$ cat config.mk
export PLATFORM = sky130hd
export DESIGN_NAME = virtio_mmio_regs
export DESIGN_NICKNAME = d
export VERILOG_FILES = /design/src/rtl/virtio_pkg.sv /design/src/rtl/virtio_queue_bank.sv /design/src/rtl/virtio_mmio_regs.sv
export SDC_FILE = /design/constraint.sdc
export NUM_CORES = 1
export LEC_CHECK = 0
export ABC_AREA = 1
export ABC_CLOCK_PERIOD_IN_PS = 2900
export BUFFER_PORTS_ARGS = -buffer_cell sky130_fd_sc_hd__buf_2
export CAP_MARGIN = 10
export CORE_UTILIZATION = 45
export CTS_CLUSTER_SIZE = 24
export DETAILED_ROUTE_END_ITERATION = 6
export PLACE_DENSITY = 0.66
export SLEW_MARGIN = 5
export SYNTH_ARGS = -nofsm -noshare
export SYNTH_HDL_FRONTEND = slang
export SYNTH_SLANG_ARGS = --single-unit
$ cat constraint.sdc
create_clock -name clk -period 2.9 [get_ports clk]
set_input_delay 0.29 -clock clk [delete_from_list [all_inputs] [get_ports clk]]
set_output_delay 0.29 -clock clk [all_outputs]
set_load 0.01 [all_outputs]
$ cat src/rtl/virtio_pkg.sv
// rtl/virtio_pkg.sv - virtio-mmio v2 register offsets, constants and queue config type
// Purpose: shared definitions for virtio_mmio_regs and virtio_queue_bank.
// Contents: register byte offsets, MAGIC/VERSION values, AXI response codes,
//           InterruptStatus bit indices, queue_cfg_t, is_mapped() decode helper.
package virtio_pkg;

  localparam logic [31:0] VIRTIO_MAGIC   = 32'h7472_6976;
  localparam logic [31:0] VIRTIO_VERSION = 32'd2;

  localparam logic [1:0] RESP_OKAY   = 2'b00;
  localparam logic [1:0] RESP_SLVERR = 2'b10;

  localparam logic [31:0] OFF_MAGIC          = 32'h000;
  localparam logic [31:0] OFF_VERSION        = 32'h004;
  localparam logic [31:0] OFF_DEVICE_ID      = 32'h008;
  localparam logic [31:0] OFF_VENDOR_ID      = 32'h00C;
  localparam logic [31:0] OFF_DEV_FEAT       = 32'h010;
  localparam logic [31:0] OFF_DEV_FEAT_SEL   = 32'h014;
  localparam logic [31:0] OFF_DRV_FEAT       = 32'h020;
  localparam logic [31:0] OFF_DRV_FEAT_SEL   = 32'h024;
  localparam logic [31:0] OFF_QUEUE_SEL      = 32'h030;
  localparam logic [31:0] OFF_QUEUE_NUM_MAX  = 32'h034;
  localparam logic [31:0] OFF_QUEUE_NUM      = 32'h038;
  localparam logic [31:0] OFF_QUEUE_READY    = 32'h044;
  localparam logic [31:0] OFF_QUEUE_NOTIFY   = 32'h050;
  localparam logic [31:0] OFF_INT_STATUS     = 32'h060;
  localparam logic [31:0] OFF_INT_ACK        = 32'h064;
  localparam logic [31:0] OFF_STATUS         = 32'h070;
  localparam logic [31:0] OFF_QUEUE_DESC_LO  = 32'h080;
  localparam logic [31:0] OFF_QUEUE_DESC_HI  = 32'h084;
  localparam logic [31:0] OFF_QUEUE_AVAIL_LO = 32'h090;
  localparam logic [31:0] OFF_QUEUE_AVAIL_HI = 32'h094;
  localparam logic [31:0] OFF_QUEUE_USED_LO  = 32'h0A0;
  localparam logic [31:0] OFF_QUEUE_USED_HI  = 32'h0A4;
  localparam logic [31:0] OFF_CONFIG_GEN     = 32'h0FC;

  localparam int ISR_USED_BIT = 0;
  localparam int ISR_CFG_BIT  = 1;

  typedef struct packed {
    logic [63:0] desc;
    logic [63:0] avail;
    logic [63:0] used;
    logic [15:0] num;
    logic        ready;
  } queue_cfg_t;

  // Full 32-bit compare: misaligned or out-of-window addresses never match.
  function automatic logic is_mapped(input logic [31:0] addr);
    case (addr)
      OFF_MAGIC, OFF_VERSION, OFF_DEVICE_ID, OFF_VENDOR_ID,
      OFF_DEV_FEAT, OFF_DEV_FEAT_SEL, OFF_DRV_FEAT, OFF_DRV_FEAT_SEL,
      OFF_QUEUE_SEL, OFF_QUEUE_NUM_MAX, OFF_QUEUE_NUM, OFF_QUEUE_READY,
      OFF_QUEUE_NOTIFY, OFF_INT_STATUS, OFF_INT_ACK, OFF_STATUS,
      OFF_QUEUE_DESC_LO, OFF_QUEUE_DESC_HI, OFF_QUEUE_AVAIL_LO,
      OFF_QUEUE_AVAIL_HI, OFF_QUEUE_USED_LO, OFF_QUEUE_USED_HI,
      OFF_CONFIG_GEN: return 1'b1;
      default:        return 1'b0;
    endcase
  endfunction

endpackage

$ cat src/rtl/virtio_queue_bank.sv
// rtl/virtio_queue_bank.sv - per-virtqueue configuration storage
// Purpose: NUM_QUEUES x queue_cfg_t registers with a CPU write/read port and a device view.
// Ports: clk, rstn (sync active-low); clr wipes every queue;
//        wr_en/wr_idx/wr_addr/wr_data: CPU write of a per-queue register;
//        rd_idx/rd_addr -> rd_data: CPU read of a per-queue register;
//        dev_qsel -> dev_cfg: back-end view of one queue.
module virtio_queue_bank
  import virtio_pkg::*;
#(
  parameter  int NUM_QUEUES    = 2,
  parameter  int QUEUE_NUM_MAX = 8,
  localparam int QW            = (NUM_QUEUES > 1) ? $clog2(NUM_QUEUES) : 1
) (
  input  logic          clk,
  input  logic          rstn,
  input  logic          clr,
  input  logic          wr_en,
  input  logic [QW-1:0] wr_idx,
  input  logic [31:0]   wr_addr,
  input  logic [31:0]   wr_data,
  input  logic [QW-1:0] rd_idx,
  input  logic [31:0]   rd_addr,
  output logic [31:0]   rd_data,
  input  logic [QW-1:0] dev_qsel,
  output queue_cfg_t    dev_cfg
);

  queue_cfg_t q [NUM_QUEUES];

  always_ff @(posedge clk) begin
    if (!rstn || clr) begin
      for (int i = 0; i < NUM_QUEUES; i++) q[i] <= '0;
    end else if (wr_en) begin
      case (wr_addr)
        // Sizes of 0 or above the maximum are refused, keeping the old size.
        OFF_QUEUE_NUM:
          if (wr_data != 32'd0 && wr_data <= 32'(QUEUE_NUM_MAX)) q[wr_idx].num <= wr_data[15:0];
        OFF_QUEUE_READY:    q[wr_idx].ready       <= wr_data[0];
        OFF_QUEUE_DESC_LO:  q[wr_idx].desc[31:0]  <= wr_data;
        OFF_QUEUE_DESC_HI:  q[wr_idx].desc[63:32] <= wr_data;
        OFF_QUEUE_AVAIL_LO: q[wr_idx].avail[31:0] <= wr_data;
        OFF_QUEUE_AVAIL_HI: q[wr_idx].avail[63:32] <= wr_data;
        OFF_QUEUE_USED_LO:  q[wr_idx].used[31:0]  <= wr_data;
        OFF_QUEUE_USED_HI:  q[wr_idx].used[63:32] <= wr_data;
        default: ;
      endcase
    end
  end

  always_comb begin
    rd_data = '0;
    case (rd_addr)
      OFF_QUEUE_NUM_MAX:  rd_data = 32'(QUEUE_NUM_MAX);
      OFF_QUEUE_NUM:      rd_data = {16'd0, q[rd_idx].num};
      OFF_QUEUE_READY:    rd_data = {31'd0, q[rd_idx].ready};
      OFF_QUEUE_DESC_LO:  rd_data = q[rd_idx].desc[31:0];
      OFF_QUEUE_DESC_HI:  rd_data = q[rd_idx].desc[63:32];
      OFF_QUEUE_AVAIL_LO: rd_data = q[rd_idx].avail[31:0];
      OFF_QUEUE_AVAIL_HI: rd_data = q[rd_idx].avail[63:32];
      OFF_QUEUE_USED_LO:  rd_data = q[rd_idx].used[31:0];
      OFF_QUEUE_USED_HI:  rd_data = q[rd_idx].used[63:32];
      default:            rd_data = '0;
    endcase
  end

  assign dev_cfg = (int'(dev_qsel) < NUM_QUEUES) ? q[dev_qsel] : '0;

endmodule

$ cat src/rtl/virtio_mmio_regs.sv
// rtl/virtio_mmio_regs.sv - AXI4-Lite virtio-mmio v2 register file for one device
// Purpose: CPU-facing virtio-mmio registers; exports queue layout, notify pulses and irq.
// Ports: clk, rstn (sync active-low); axi_ar*/r*/aw*/w*/b* AXI4-Lite slave (32-bit);
//        dev_qsel -> dev_q_desc/avail/used/num/ready; notify_valid/notify_queue;
//        irq_used/irq_cfg interrupt sources -> irq; dev_status; dev_reset pulse.
// Option: VIRTIO_MMIO_SLVERR_EN - unmapped, misaligned and partial-strobe accesses return SLVERR.
module virtio_mmio_regs
  import virtio_pkg::*;
#(
  parameter  int          NUM_QUEUES    = 2,
  parameter  int          QUEUE_NUM_MAX = 8,
  parameter  int          DEVICE_ID     = 2,
  parameter  logic [31:0] VENDOR_ID     = 32'h554D_4551,
  parameter  logic [63:0] DEV_FEATURES  = 64'h1_0000_0000,
  localparam int          QW            = (NUM_QUEUES > 1) ? $clog2(NUM_QUEUES) : 1
) (
  input  logic          clk,
  input  logic          rstn,
  input  logic [31:0]   axi_araddr,
  input  logic          axi_arvalid,
  output logic          axi_arready,
  output logic [31:0]   axi_rdata,
  output logic [1:0]    axi_rresp,
  output logic          axi_rvalid,
  input  logic          axi_rready,
  input  logic [31:0]   axi_awaddr,
  input  logic          axi_awvalid,
  output logic          axi_awready,
  input  logic [31:0]   axi_wdata,
  input  logic [3:0]    axi_wstrb,
  input  logic          axi_wvalid,
  output logic          axi_wready,
  output logic [1:0]    axi_bresp,
  output logic          axi_bvalid,
  input  logic          axi_bready,
  input  logic [QW-1:0] dev_qsel,
  output logic [63:0]   dev_q_desc,
  output logic [63:0]   dev_q_avail,
  output logic [63:0]   dev_q_used,
  output logic [15:0]   dev_q_num,
  output logic          dev_q_ready,
  output logic          notify_valid,
  output logic [15:0]   notify_queue,
  input  logic          irq_used,
  input  logic          irq_cfg,
  output logic          irq,
  output logic [7:0]    dev_status,
  output logic          dev_reset
);

  logic        aw_held, w_held;
  logic [31:0] aw_addr_q, w_data_q;
  logic [3:0]  w_strb_q;
  logic [31:0] dev_feat_sel, drv_feat_sel, queue_sel, config_gen;
  logic [63:0] drv_features;
  logic [1:0]  int_status, irq_set, irq_ack;
  logic [7:0]  status;
  logic        wr_exec, we, status_clr, q_valid;
  logic [31:0] rd_value, bank_rd_data;
  logic [1:0]  rd_resp, wr_resp;
  queue_cfg_t  dev_cfg;

  // Read channel: one outstanding beat; arready reopens once R is taken.
  always_ff @(posedge clk) begin
    if (!rstn) begin
      axi_arready <= 1'b1;
      axi_rvalid  <= 1'b0;
      axi_rdata   <= '0;
      axi_rresp   <= RESP_OKAY;
    end else if (axi_arvalid && axi_arready) begin
      axi_arready <= 1'b0;
      axi_rvalid  <= 1'b1;
      axi_rdata   <= rd_value;
      axi_rresp   <= rd_resp;
    end else if (axi_rvalid && axi_rready) begin
      axi_rvalid  <= 1'b0;
      axi_arready <= 1'b1;
    end
  end

  // Write channel: AW and W latch independently; bvalid marks the write done
  // so the held pair executes exactly once.
  assign axi_awready = ~aw_held;
  assign axi_wready  = ~w_held;
  assign wr_exec     = aw_held & w_held & ~axi_bvalid;
  assign we          = wr_exec & (w_strb_q == 4'hF);
  assign status_clr  = we && (aw_addr_q == OFF_STATUS) && (w_data_q[7:0] == 8'h00);

  always_ff @(posedge clk) begin
    if (!rstn) begin
      aw_held    <= 1'b0;
      w_held     <= 1'b0;
      aw_addr_q  <= '0;
      w_data_q   <= '0;
      w_strb_q   <= '0;
      axi_bvalid <= 1'b0;
      axi_bresp  <= RESP_OKAY;
    end else begin
      if (axi_awvalid && axi_awready) begin
        aw_held   <= 1'b1;
        aw_addr_q <= axi_awaddr;
      end
      if (axi_wvalid && axi_wready) begin
        w_held   <= 1'b1;
        w_data_q <= axi_wdata;
        w_strb_q <= axi_wstrb;
      end
      if (wr_exec) begin
        axi_bvalid <= 1'b1;
        axi_bresp  <= wr_resp;
      end else if (axi_bvalid && axi_bready) begin
        axi_bvalid <= 1'b0;
        aw_held    <= 1'b0;
        w_held     <= 1'b0;
      end
    end
  end

`ifdef VIRTIO_MMIO_SLVERR_EN
  assign rd_resp = is_mapped(axi_araddr) ? RESP_OKAY : RESP_SLVERR;
  assign wr_resp = (is_mapped(aw_addr_q) && w_strb_q == 4'hF) ? RESP_OKAY : RESP_SLVERR;
`else
  assign rd_resp = RESP_OKAY;
  assign wr_resp = RESP_OKAY;
`endif

  always_comb begin
    irq_set               = '0;
    irq_set[ISR_USED_BIT] = irq_used;
    irq_set[ISR_CFG_BIT]  = irq_cfg;
    irq_ack = (we && aw_addr_q == OFF_INT_ACK) ? w_data_q[1:0] : 2'b00;
  end

  always_ff @(posedge clk) begin
    if (!rstn) begin
      dev_feat_sel <= '0;
      drv_feat_sel <= '0;
      drv_features <= '0;
      queue_sel    <= '0;
      config_gen   <= '0;
      int_status   <= '0;
      status       <= '0;
      notify_valid <= 1'b0;
      notify_queue <= '0;
      dev_reset    <= 1'b0;
    end else begin
      notify_valid <= 1'b0;
      dev_reset    <= status_clr;
      if (irq_cfg) config_gen <= config_gen + 32'd1;
      // A source pulse always beats a same-cycle ACK or device reset.
      if (status_clr) int_status <= irq_set;
      else            int_status <= (int_status & ~irq_ack) | irq_set;
      if (status_clr) begin
        dev_feat_sel <= '0;
        drv_feat_sel <= '0;
        drv_features <= '0;
        queue_sel    <= '0;
        status       <= '0;
      end else if (we) begin
        case (aw_addr_q)
          OFF_DEV_FEAT_SEL: dev_feat_sel <= w_data_q;
          OFF_DRV_FEAT:
            if (drv_feat_sel == 32'd0)      drv_features[31:0]  <= w_data_q;
            else if (drv_feat_sel == 32'd1) drv_features[63:32] <= w_data_q;
          OFF_DRV_FEAT_SEL: drv_feat_sel <= w_data_q;
          OFF_QUEUE_SEL:    queue_sel    <= w_data_q;
          OFF_QUEUE_NOTIFY: begin
            notify_valid <= 1'b1;
            notify_queue <= w_data_q[15:0];
          end
          OFF_STATUS:       status <= w_data_q[7:0];
          default: ;
        endcase
      end
    end
  end

  assign q_valid = queue_sel < 32'(NUM_QUEUES);

  virtio_queue_bank #(
    .NUM_QUEUES    (NUM_QUEUES),
    .QUEUE_NUM_MAX (QUEUE_NUM_MAX)
  ) u_bank (
    .clk      (clk),
    .rstn     (rstn),
    .clr      (status_clr),
    .wr_en    (we & q_valid),
    .wr_idx   (queue_sel[QW-1:0]),
    .wr_addr  (aw_addr_q),
    .wr_data  (w_data_q),
    .rd_idx   (queue_sel[QW-1:0]),
    .rd_addr  (axi_araddr),
    .rd_data  (bank_rd_data),
    .dev_qsel (dev_qsel),
    .dev_cfg  (dev_cfg)
  );

  always_comb begin
    rd_value = '0;
    case (axi_araddr)
      OFF_MAGIC:        rd_value = VIRTIO_MAGIC;
      OFF_VERSION:      rd_value = VIRTIO_VERSION;
      OFF_DEVICE_ID:    rd_value = 32'(DEVICE_ID);
      OFF_VENDOR_ID:    rd_value = VENDOR_ID;
      OFF_DEV_FEAT:
        if (dev_feat_sel == 32'd0)      rd_value = DEV_FEATURES[31:0];
        else if (dev_feat_sel == 32'd1) rd_value = DEV_FEATURES[63:32];
      OFF_DEV_FEAT_SEL: rd_value = dev_feat_sel;
      OFF_DRV_FEAT:
        if (drv_feat_sel == 32'd0)      rd_value = drv_features[31:0];
        else if (drv_feat_sel == 32'd1) rd_value = drv_features[63:32];
      OFF_DRV_FEAT_SEL: rd_value = drv_feat_sel;
      OFF_QUEUE_SEL:    rd_value = queue_sel;
      OFF_QUEUE_NUM_MAX, OFF_QUEUE_NUM, OFF_QUEUE_READY,
      OFF_QUEUE_DESC_LO, OFF_QUEUE_DESC_HI, OFF_QUEUE_AVAIL_LO,
      OFF_QUEUE_AVAIL_HI, OFF_QUEUE_USED_LO, OFF_QUEUE_USED_HI:
        if (q_valid) rd_value = bank_rd_data;
      OFF_INT_STATUS:   rd_value = {30'd0, int_status};
      OFF_STATUS:       rd_value = {24'd0, status};
      OFF_CONFIG_GEN:   rd_value = config_gen;
      default:          rd_value = '0;
    endcase
  end

  assign dev_q_desc  = dev_cfg.desc;
  assign dev_q_avail = dev_cfg.avail;
  assign dev_q_used  = dev_cfg.used;
  assign dev_q_num   = dev_cfg.num;
  assign dev_q_ready = dev_cfg.ready;
  assign irq         = |int_status;
  assign dev_status  = status;

endmodule
* After elaboration in Yosys (flattened, before gate mapping)
Memories as Yosys holds them, arrays and structs flattened. A register that Yosys moved wholly into a read port is not among the register bits. Index checks and enable logic that the tools add are counted.
Cells by class: $add $sub $neg 1, magnitude comparators 2, eq/ne operators 38, multiplexer cells 62, bitwise gates (word level) 14, reductions and logical operators 31
Operators with widths (number):
- 32-bit by 8-bit equality test with 1-bit output (second input constant) | 13
- 32-bit case mux with 12 select lines | 1
- 32-bit by 6-bit equality test with 1-bit output (second input constant) | 9
- 32-bit case mux with 9 select lines | 1
- 32-bit by 7-bit equality test with 1-bit output (second input constant) | 7
- 209-bit 2-to-1 mux | 1
- 209-bit OR reduction | 1
- 32-bit by 5-bit equality test with 1-bit output (second input constant) | 3
- 32-bit zero test | 3
- 32-bit 2-to-1 mux | 3
- 32-bit by 1-bit equality test with 1-bit output (second input constant) | 2
- 32-bit by 4-bit equality test with 1-bit output (second input constant) | 2
- 1-bit 2-to-1 mux | 53
- 32-bit by 1-bit adder with 32-bit output (second input constant) | 1
- 32-bit by 3-bit equality test with 1-bit output (second input constant) | 1
- 32-bit by 4-bit less-or-equal comparator with 1-bit output (second input constant) | 1
- 32-bit by 2-bit less-than comparator with 1-bit output (second input constant) | 1
- 32-bit nonzero test | 1
- 1-bit logical AND | 9
- 9-bit OR reduction | 1
- 8-bit zero test | 1
- 8-bit 2-to-1 mux | 1
- 2-bit AND reduction | 4
- 1-bit inverter | 7
- 13 further kinds | 21
Word-level totals: register bits 325, bits in writable memories 418, bits of input ports 110, memories kept 1
Memory list:
- u_bank.q | depth 2, bits a word 209, read ports 2, clocked after memory_dff 1, write ports 2, line virtio_queue_bank.sv:28 | queue_cfg_t q [NUM_QUEUES];

* Depth between registers and ports, before layout
depth after elaboration 10, depth in mapped cells 16

* Cells and area by module
Synthesis repeated with hierarchy kept, for this count alone.
Unflattened totals: cell total of the unflattened synthesis 4905, area, all modules 37704.9 um^2
By module, submodules not included:
- virtio_queue_bank | times used 1, cells an instance 2667, area each 22813.1 um^2, sequential area each 12552.0 um^2
- virtio_mmio_regs | times used 1, cells an instance 2238, area each 14891.8 um^2, sequential area each 6506.2 um^2

* Worst setup path before layout
Ideal clock, no wire load.
path type register to register, from register queue_sel[16], to memory u_bank.q[1][17] (netlist name), enable pin, library setup time 0.389 ns, arrival 2.336 ns, path slack 0.174 ns, stages on the path, launching flop included 11, path buffers 1, clock period less this slack 2.726 ns, path through dfxtp_1 -> nor4_1 -> nand4_1 -> nor2_2 -> nand2_1 -> nor2_1 -> nand2_1 -> nor2_1 -> nand2_1 -> buf_2 -> nand2_1
RTL lines:
- from (decl) | line virtio_mmio_regs.sv:54 | logic [31:0] dev_feat_sel, drv_feat_sel, queue_sel, config_gen;
- from (signal assigned) | line virtio_mmio_regs.sv:166 | OFF_QUEUE_SEL: queue_sel <= w_data_q;
- to (decl) | line virtio_queue_bank.sv:28

==> results.sh <==
export IMPL_timing_rr_start="queue_sel[4]"
export IMPL_synthDominantCellAreaShare_pct=34.5
export IMPL_core_area_um2=79500
export IMPL_cts_made_buffers=83
export IMPL_dpl_instance_area_um2=40000
export IMPL_largest_net_degree_at_the_start_of_global_routing=108
export IMPL_min_from="axi_awaddr[5]"
export IMPL_dp_cells=6082
export IMPL_finalMaxSlewViolations=0
export IMPL_layout_stage_area_growth_over_the_synthesis_result_pct=18.8
export IMPL_yosys_warnings=0
export IMPL_die_h_um=286
export IMPL_stdcell_count=6290
export IMPL_tot_pwr_mw=24.0
export IMPL_grt_pass1_vias=31000
export IMPL_routedWlPerCell_um=20.1
export IMPL_cts_num_sinks=744
export IMPL_worstPathArrival_ns=3.23
export IMPL_power_static_leakage_nw=17.4
export IMPL_syn_mean_instance_area_um2=7.62
export IMPL_groute_usage_overall_pct=30.1
export IMPL_hold_worst_slack_ns=-0.00757
export IMPL_global_route_wire_length_before_repair_mm=188
export IMPL_synth_compound_area_share_pct=13.0
export IMPL_cap_violations=0
export IMPL_largest_family_of_logic_cells_by_synthesized_area="simple AND/OR/NAND/NOR gates"
export IMPL_critical_path_required_ns=3.24
export IMPL_max_slew_margin_pct=31.2
export IMPL_whs_endpoint="aw_addr_q[5]"
export IMPL_clock_insertion_delay_worst_skew_ns=0.65
export IMPL_rows=103
export IMPL_initial_antenna_violation_count=3
export IMPL_synth_cell_type_count=43
export IMPL_drtPass1Iterations=6
export IMPL_io_pin_count=387
export IMPL_synth_xor_area_share_pct=0.265
export IMPL_routed_via_density=5.40
export IMPL_timing_setup_critical_path_class="register to register"
export IMPL_buffer_ports_inserted=382
export IMPL_total_congestion_overflow=0
export IMPL_die_w_um=286
export IMPL_routed_via_count=33900
export IMPL_yosysTopAreaCell="sky130_fd_sc_hd__edfxtp_1"
export IMPL_finish_net_count=5290
export IMPL_worstSetupEndpointType="register"
export IMPL_clockRootBuffer="sky130_fd_sc_hd__clkbuf_16"
export IMPL_fin_worst_skew_ns=0.0339
export IMPL_violations_in_the_final_reports="hold timing"
export IMPL_synthesis_area_um2=36400
export IMPL_reg2reg_depth=11
export IMPL_post_route_util_pct=54.4
export IMPL_final_weighted_congestion_in_routability_driven_placement=0.939
export IMPL_report_final_hold_viol_count=1
export IMPL_drtAntennaViolNets=0
export IMPL_post_cts_setup_buffers=0
export IMPL_synth_adder_area_share_pct=0.0344
export IMPL_cts_path_max_buffers=3
export IMPL_ant_cells=0
export IMPL_htree_levels=3
export IMPL_tritoncts="built"
export IMPL_drive_above_1_share_pct=13.6
export IMPL_timing_final_crit_period_ns=2.90
export IMPL_start_util_pct=45.8
export IMPL_ff2ff_setup_slack_ns=0.004
export IMPL_setup_viol=0
export IMPL_setup_worst_path_start_class="register"
export IMPL_post_synth_main_area_contributors="sky130_fd_sc_hd__edfxtp_1, sky130_fd_sc_hd__dfxtp_1, sky130_fd_sc_hd__nand2_1"
export IMPL_rsz0062_at_grt="false"
export IMPL_max_clock_freq_ghz=0.345
export IMPL_worst_r2r_endpoint="u_bank.q[0][40]"
export IMPL_synth_ff_latch_count=744
export IMPL_clk_transition_reported_paths_ns=0.06
export IMPL_hold_path_cell_count=3
export IMPL_routed_wl_mm=127
export IMPL_synth_cells=4778
export IMPL_worst_slack_ns=0.00432
export IMPL_cp_max_fanout=32
export IMPL_status="finished, violations left"
export IMPL_post_synth_and_or_nand_nor_area_fraction_pct=25.9
export IMPL_worst_hold_path_type="primary input to register"
export IMPL_final_cell_mix="sky130_fd_sc_hd__nand2_1, sky130_fd_sc_hd__nor2_1, sky130_fd_sc_hd__o21ai_0"
export IMPL_pre_cts_slack_ns=0.00623
export IMPL_synth_mux_area_fraction_pct=0
export IMPL_drc=0
export IMPL_fin_setup_tns_ns=0
export IMPL_fin_crit_sh_pct=99.9
export IMPL_layout_cell_area_non_filler_um2=43300
export IMPL_highest_ir_drop_seen_on_vdd_v=0.000381
export IMPL_initialDrtViolationCount=3502
export IMPL_layout_cells_most_common="sky130_fd_sc_hd__nand2_1"
export IMPL_dp_hpwl_mm=90.8
export IMPL_max_slew_worst_pin_slew_ns=1.02
export IMPL_die_area_um2=82100
export IMPL_synth_seq_area_share_pct=52.4
export IMPL_power_density_nw_per_um2=555
==> area by class of cell <==
cell class	instances	area [µm²]
clock buffer	122	2430
clock inverter	24	244
fill	7411	36300
inverter	448	1680
multi-input combinational	3299	14400
sequential	744	19100
tap	1050	1310
timing repair buffer	603	4120
==> cell usage after synthesis, drive strengths merged <==
master	instances
o41ai	1
ha	1
buf	140
o21ai	577
clkbuf	174
inv	440
xor2	7
nand4	20
a21oi	309
edfxtp	418
dfxtp	326
nor4	21
and2	3
nand2	1140
nor3b	2
o311ai	1
xnor2	4
clkinv	8
o221a	1
nor3	26
nor2	850
conb	1
nand3b	9
a211oi	2
or2	3
o21a	32
nand3	262
==> kinds of logic (layout without fill, tap and decap cells) <==
| kind of cell | count (synthesis) | count (layout) |
|---|---|---|
| simple gates | 2336 | 2336 |
| fa+ha+maj | 1 | 1 |
| other cells | 1 | 28 |
| flops | 744 | 744 |
| compound gates | 923 | 923 |
| buf+inv | 762 | 1197 |
| xor+xnor | 11 | 11 |
==> routing by layer <==
layer / up-vias / wire length [µm] / track usage (%)
met5: - / 14 / 0
met2: 1684 / 58700 / 48.7
met4: 2 / 5170 / 12.6
met1: 15800 / 50900 / 40.3
met3: 247 / 11700 / 4.59
li1: 16200 / - / -
==> critical path, stage by stage, from the launching register on <==
cell                      delay [ns]
sky130_fd_sc_hd__dfxtp_1        0.33
sky130_fd_sc_hd__nor4_1         0.49
sky130_fd_sc_hd__nand3_1        0.30
sky130_fd_sc_hd__nor2_2         0.26
sky130_fd_sc_hd__nand2_1        0.12
sky130_fd_sc_hd__nor2_1         0.18
sky130_fd_sc_hd__nand2_1        0.09
sky130_fd_sc_hd__nor2_1         0.20
sky130_fd_sc_hd__buf_4          0.16
sky130_fd_sc_hd__nand2_1        0.06
sky130_fd_sc_hd__nand2_1        0.12
sky130_fd_sc_hd__buf_12         0.24
==> where the power goes <==
group          switching [mW]  total (mW)  internal, mW
Clock                    4.35        10.5          6.15
Combinational            1.33        1.88         0.555
Sequential              0.182        11.6          11.4
Total                    5.87        24.0          18.1
==> what timing repair did <==
action	4_1_cts	5_1_grt
hold endpoints to repair	60	0
hold buffers	62	0
resized for setup	0	5
endpoints found under the setup margin	0	119
==> registers in the layout, summed over array words and instances, names as in the netlist, named ones only <==
name and count:
aw_addr_q 32, w_held 1, axi_rdata 32, dev_status 8
config_gen 32, axi_rvalid 1, int_status 2, drv_features 64
w_data_q 32, dev_reset 1, u_bank.q 418, notify_valid 1
queue_sel 32, w_strb_q 4, notify_queue 16, aw_held 1
axi_bvalid 1, axi_arready 1, drv_feat_sel 32, dev_feat_sel 32
==> worst max-delay path by stage <==
stage	endpoint	cells after the start	from
floorplan	u_bank.q[1][17]	10	queue_sel[16]
global placement	u_bank.q[0][179]	9	aw_addr_q[23]
detailed placement	u_bank.q[0][179]	9	aw_addr_q[23]
global route	u_bank.q[0][22]	11	aw_addr_q[16]
finish	u_bank.q[0][40]	11	queue_sel[4]
CTS	u_bank.q[0][180]	9	aw_addr_q[24]
No activity file was read; power rests on OpenSTA's default activity.
